`src/rtl/run_sequencer.sv`:
```
// run_sequencer: issues NUM_RUNS go pulses, awaiting each done_sig rise, with gap and timeout supervision
//   clk        12 MHz system clock, posedge
//   rst        asynchronous active-high reset
//   start      one-cycle sequence request (debounced, edge-detected)
//   done_sig   run-finished level from the counting FSM, rising edge counts
//   go         one-cycle run request, decoded from state
//   busy       sequence in progress, decoded from state
//   complete   registered one-cycle pulse when the last run finishes
//   error      registered, high while in FAULT
//   run_count  registered count of finished runs
//   led        registered status: run_count, or 4'hF in FAULT
module run_sequencer #(
    parameter int          NUM_RUNS       = 4,
    parameter logic [23:0] TIMEOUT_CYCLES = 24'd12_000_000,
    parameter logic [15:0] GAP_CYCLES     = 16'd1000
) (
    input  logic       clk,
    input  logic       rst,
    input  logic       start,
    input  logic       done_sig,
    output logic       go,
    output logic       busy,
    output logic       complete,
    output logic       error,
    output logic [3:0] run_count,
    output logic [3:0] led
);
    localparam logic [2:0] IDLE      = 3'd0;
    localparam logic [2:0] ISSUE     = 3'd1;
    localparam logic [2:0] WAIT_DONE = 3'd2;
    localparam logic [2:0] GAP       = 3'd3;
    localparam logic [2:0] FAULT     = 3'd4;
    localparam logic [3:0] LAST      = 4'(NUM_RUNS);

    logic [2:0]  state, state_n;
    logic [23:0] timer, timer_n;
    logic [3:0]  run_count_n;
    logic        done_prev, done_edge, last_run;

    assign done_edge = done_sig & ~done_prev;
    assign last_run  = (run_count + 4'd1) == LAST;

    // led/error follow the next state so they change on the same edge as the state
    always_ff @(posedge clk or posedge rst)
        if (rst) begin
            state     <= IDLE;
            timer     <= '0;
            run_count <= '0;
            done_prev <= 1'b0;
            complete  <= 1'b0;
            error     <= 1'b0;
            led       <= '0;
        end else begin
            state     <= state_n;
            timer     <= timer_n;
            run_count <= run_count_n;
            done_prev <= done_sig;
            complete  <= state == WAIT_DONE && done_edge && last_run;
            error     <= state_n == FAULT;
            led       <= state_n == FAULT ? 4'hF : run_count_n;
        end

    always_comb begin
        state_n     = IDLE;
        timer_n     = timer;
        run_count_n = run_count;
        case (state)
            IDLE: begin
                state_n     = start ? ISSUE : IDLE;
                run_count_n = start ? 4'd0 : run_count;
            end
            ISSUE: begin
                state_n = WAIT_DONE;
                timer_n = '0;
            end
            WAIT_DONE: begin
                // a done edge on the timeout cycle still counts the run
                timer_n     = done_edge ? 24'd0 : timer + 24'd1;
                run_count_n = done_edge ? run_count + 4'd1 : run_count;
                state_n     = done_edge ? (last_run ? IDLE : GAP) :
                              timer == TIMEOUT_CYCLES - 24'd1 ? FAULT : WAIT_DONE;
            end
            GAP: begin
                timer_n = timer + 24'd1;
                state_n = timer == {8'd0, GAP_CYCLES} - 24'd1 ? ISSUE : GAP;
            end
            FAULT:   state_n = start ? IDLE : FAULT;
            default: state_n = IDLE;
        endcase
    end

    always_comb begin
        go   = state == ISSUE;
        busy = state == ISSUE || state == WAIT_DONE || state == GAP;
    end
endmodule

```
`config.mk`:
```
export PLATFORM = sky130hd
export DESIGN_NAME = run_sequencer
export DESIGN_NICKNAME = d
export VERILOG_FILES = /design/src/rtl/run_sequencer.sv
export SDC_FILE = /design/constraint.sdc
export NUM_CORES = 1
export LEC_CHECK = 0
export ABC_AREA = 0
export CORE_MARGIN = 3
export CORE_UTILIZATION = 60
export DETAILED_ROUTE_END_ITERATION = 12
export GPL_ROUTABILITY_DRIVEN = 0
export HOLD_SLACK_MARGIN = 0.06
export PLACE_DENSITY = 0.88
export REMOVE_ABC_BUFFERS = 1
export SYNTH_ARGS = -nofsm -noshare
export SYNTH_HDL_FRONTEND = slang
export SYNTH_SLANG_ARGS = --single-unit
```
`constraint.sdc`:
```
create_clock -name clk -period 5 [get_ports clk]
set_input_delay 1 -clock clk [delete_from_list [all_inputs] [get_ports clk]]
set_output_delay 1 -clock clk [all_outputs]
set_load 0.05 [all_outputs]
```
== Yosys cells after proc, flatten, opt, wreduce, memory -nomap -nowiden ==
Index checks and enable logic that the tools add are counted.

* Register bits: 38
* Latch bits: 0
* Bits in writable memories: 0
* ROM bits: 0
* Output and inout bits: 12
* Memories kept: 0

* $add $sub $neg: 2
* Multipliers: 0
* Divide/modulo/power cells: 0
* $lt $le $gt $ge: 0
* Equality and inequality tests: 8
* Shift-type cells: 0
* Muxes and demuxes: 13
* Bitwise logic cells: 2
* Reductions and logical operators: 6

{| class="wikitable"
|+ Operators with widths
! operator !! number
|-
| 24-bit case mux with 3 select lines || 1
|-
| 24-bit by 1-bit adder with 24-bit output (second input constant) || 1
|-
| 24-bit by 10-bit equality test with 1-bit output (second input constant) || 1
|-
| 24-bit equality test (second input constant) || 1
|-
| 24-bit 2-to-1 mux || 1
|-
| 3-bit case mux with 5 select lines || 1
|-
| 4-bit 2-to-1 mux || 3
|-
| 3-bit 2-to-1 mux || 3
|-
| 4-bit case mux with 2 select lines || 1
|-
| 3-bit by 2-bit equality test with 1-bit output (second input constant) || 2
|-
| 3-bit equality test (second input constant) || 2
|-
| 4-bit by 1-bit adder with 4-bit output (second input constant) || 1
|-
| 4-bit by 3-bit equality test with 1-bit output (second input constant) || 1
|-
| 2-bit 2-to-1 mux || 2
|-
| 3-bit by 1-bit equality test with 1-bit output (second input constant) || 1
|-
| 3-bit zero test || 1
|-
| 3-bit nonzero test || 1
|-
| 1-bit logical AND || 2
|-
| 1-bit logical OR || 2
|-
| 1-bit AND || 1
|-
| 1-bit 2-to-1 mux || 1
|-
| 1-bit NOT || 1
|}

== Longest topological paths before layout ==
* Depth after elaboration: 7
* Mapped depth: 7
* Depth with buffers taken out: 5

== Worst setup path after synthesis ==
Ideal clock, no wire load.

* Path type: register to output
* From: register state[1]
* To: output port go
* Data arrival time: 1.677 ns
* Setup slack: 2.323 ns
* Cell stages (with the launch flop): 2
* Cells stage by stage: dfrtp_1 nor3b_1

* Word-level cells in the longest chain between the ends: 1

{| class="wikitable"
|+ RTL lines
! what !! RTL line !! text
|-
| from (decl) || 35 || <nowiki>logic [2:0] state, state_n;</nowiki>
|-
| from (signal assigned) || 54 || <nowiki>state <= state_n;</nowiki>
|-
| 3-bit by 1-bit equality test with 1-bit output || 93 || <nowiki>go = state == ISSUE;</nowiki>
|-
| to (decl) || 21 || <nowiki>output logic go,</nowiki>
|}

Every way passes these cells.

== Final worst setup path ==
* From: register state[1]
* To: output port busy

* Word-level cells in the longest chain between the ends: 3
* Elaborated cells on any way between the ends: 5

{| class="wikitable"
|+ RTL lines
! what !! RTL line !! text
|-
| 3-bit by 1-bit equality test with 1-bit output or 3-bit by 2-bit equality test with 1-bit output (tied branches) || 94 || <nowiki>busy = state == ISSUE || state == WAIT_DONE || state == GAP;</nowiki>
|-
| 1-bit logical OR || 94 ||
|-
| 1-bit logical OR * || 94 ||
|-
| to (decl) || 22 || <nowiki>output logic busy,</nowiki>
|}

Every way passes the cells marked *; elsewhere a longest branch is shown, timed or not.

==> flow_summary.toml <==
[cts]
clk_pin_slew_ns = 0.12
cts_tree = "done"
cts_buffers = 5
cts.sinks = 38
htree_levels = 2
clock_latency_ns = 0.35
postCtsHoldBufs = 0
cts_root_buf = "clkbuf_4"
cts.path.max_buffers = 2
post_cts_buffers = 0
postCtsResizedCells = 0

[grt]
grt_remaining_overflow = 0
grtUsageTotal_pct = 25.3
grt_first_pass_wirelength_microns = 8080
grt_pass1_vias = 1768
grt_max_degree = 39
antenna_found_initial = 0

[power_and_ir_drop]
power.density_nw_per_um2 = 436
ir_drop_v = 0.000265
power.leakage_uw = 0.000867

[layout]
final_common_cell = "dfrtp_1"
syn2layout_area_growth_pct = 13.8
nets = 230
antennaDiodeCount = 0
final_area_sq_um = 2270
layout-drive-gt1-share_pct = 8.44
mostFrequentLayoutCells = "dfrtp_1, a21oi_1, nand2_1, clkdlybuf4s50_1, nand3_1"

[setup_path]
slowest_delay_ns = 0.75
crit_path_cell_trace = "o21bai_1, inv_1, clkdlybuf4s50_1"
path_max_fanout = 17
arrival_ns = 2.55
start_kind = "flip-flop"
crit_type = "reg2out"
cpMaxStageDelayCell = "clkdlybuf4s50_1"
end_kind = "output port"
cp.required_ns = 4.00

[yosys]
synth_edf_count = 0
syn_inst = 210
async_reset_ff_share_pct = 100
synth.avg_cell_area_sq_um = 9.52
synth_ff_type = "dfrtp_1"
yosysUniqueCellTypes = 41
synth_area_sq_um = 2000
yosysWarnings = 0
ys_seq_elements = 38
synth_seq_area_share_pct = 47.6

[timing]
slew_viol_final = 0
setup_tns_ns = 0
max_freq_ghz = 0.282
setup_viol = 0
rsz0062_at_grt = "false"
slew_headroom_pct = 32.0
finClkSkew_ns = 0.0168
worstMarginPinSlew_ns = 1.01
period_needed_ns = 3.55
fin_crit_sh_pct = 71.0
hold_ws_ns = 0.531
hold_viol = 0

[routing]
vias_per_cell = 6.59
firstDrtPassIters = 4
drt_iter0_markers = 176
ant_nets = 0
wirelength_microns = 4640
vias = 1773
drcViolationCount = 0
wl_per_cell_microns = 17.3

[placement]
dpl_cell_area_sq_um = 2160
io_buffers = 15
dp_hpwl_microns = 3140

[floorplanning]
num_rows = 20
start_util_pct = 64.4
core-area_sq_um = 3100
die_area_sq_um = 4060
io_pins = 16
die_x_microns = 63.7
dieHeight_microns = 63.7

[job]
maxCapViolations = 0

[min_path]
min-delay-path-class = "reg2reg"

[outcome]
status = "finished, final reports clean"
registers in the layout, summed over array words and instances (netlist names):
| signal | cells |
|---|---|
| complete | 1 |
| done_prev | 1 |
| error | 1 |
| led | 4 |
| run_count | 4 |
| state | 3 |
| timer | 24 |
cell families after synthesis:
logic type / synth area share, %
xor gates and xnor gates: 3.51
muxes: 1.06
and+or+nand+nor: 30.1
adders and majority gates: 1.25
AOI/OAI and AO/OA: 12.9
DFF: 47.6
buffers and inverters: 3.57
worst max-delay path: cells and delay by family (launching register included):
kind | cells | cell delay (ns)
buffers and inverters | 2 | 0.96
AOI/OAI and AO/OA | 1 | 0.66
DFF | 1 | 0.57
final cells by class:
type                       instances  area [sq um]
multi-input combinational        157           976
sequential                        38           951
fill                             242           830
timing repair buffer              16           158
clock inverter                     2          60.1
tap                               44          55.1
clock buffer                       6          51.3
inverter                           6          22.5
layer usage:
layer	global-route usage, %	wire [microns]	up-vias
li1	-	-	815
met1	30.6	1890	885
met2	42.1	2410	61
met3	6.77	231	12
met4	11.3	108	0
met5	0	0	-
metrics by stage:
| step | total power, uW | std cells | setup WS, ns | util, % |
|---|---|---|---|---|
| 2_1_floorplan | 632 | 201 | 2.20 | - |
| 3_3_place_gp | 704 | 261 | 1.72 | 69.7 |
| 3_5_place_dp | 720 | 261 | 1.57 | 69.7 |
| 4_1_cts | 990 | 269 | 1.47 | 73.3 |
| 5_1_grt | 1050 | 269 | 1.32 | 73.3 |
| 6_report | 991 | 269 | 1.45 | 73.3 |
final timing paths:
kind	startpoint	end	slack, ns	depth (start not counted)
setup reg to reg	state[1]$_DFF_PP0_	timer[22]$_DFFE_PP0P_	2.25	4
min in group asynchronous	rst	timer[3]$_DFFE_PP0P_	1.06	3
setup / recovery	state[1]$_DFF_PP0_	busy	1.45	3
max in group asynchronous	rst	timer[23]$_DFFE_PP0P_	3.60	3
hold reg to reg	timer[0]$_DFFE_PP0P_	timer[0]$_DFFE_PP0P_	0.53	1
hold / removal	timer[0]$_DFFE_PP0P_	timer[0]$_DFFE_PP0P_	0.53	1
synth_stat cells, types with 3 or more instances:
| cell | number | share of area [%] |
|---|---|---|
| or3_1 | 7 | 2.2 |
| or4_1 | 11 | 4.1 |
| nand4_1 | 7 | 2.2 |
| inv_1 | 6 | 1.1 |
| o21ai_0 | 8 | 2.0 |
| or3b_2 | 4 | 1.8 |
| nor2_1 | 13 | 2.4 |
| nor4_1 | 8 | 2.5 |
| o31ai_1 | 9 | 3.4 |
| nand2_1 | 16 | 3.0 |
| a21oi_1 | 20 | 5.0 |
| buf_1 | 3 | 0.56 |
| nor3_1 | 3 | 0.75 |
| dfrtp_1 | 38 | 48 |
| clkbuf_1 | 4 | 0.75 |
| nand3_1 | 14 | 3.5 |
| xnor2_1 | 6 | 2.6 |
| nand2b_1 | 4 | 1.3 |
report_power, final:
group	total [uW]	internal [uW]	switching [uW]	leakage [uW]
Clock	272	169	103	0.0000585
Sequential	460	375	84.9	0.000488
Combinational	259	107	151	0.000321
Total	991	652	339	0.000867
No activity file was read; power rests on OpenSTA's default activity.
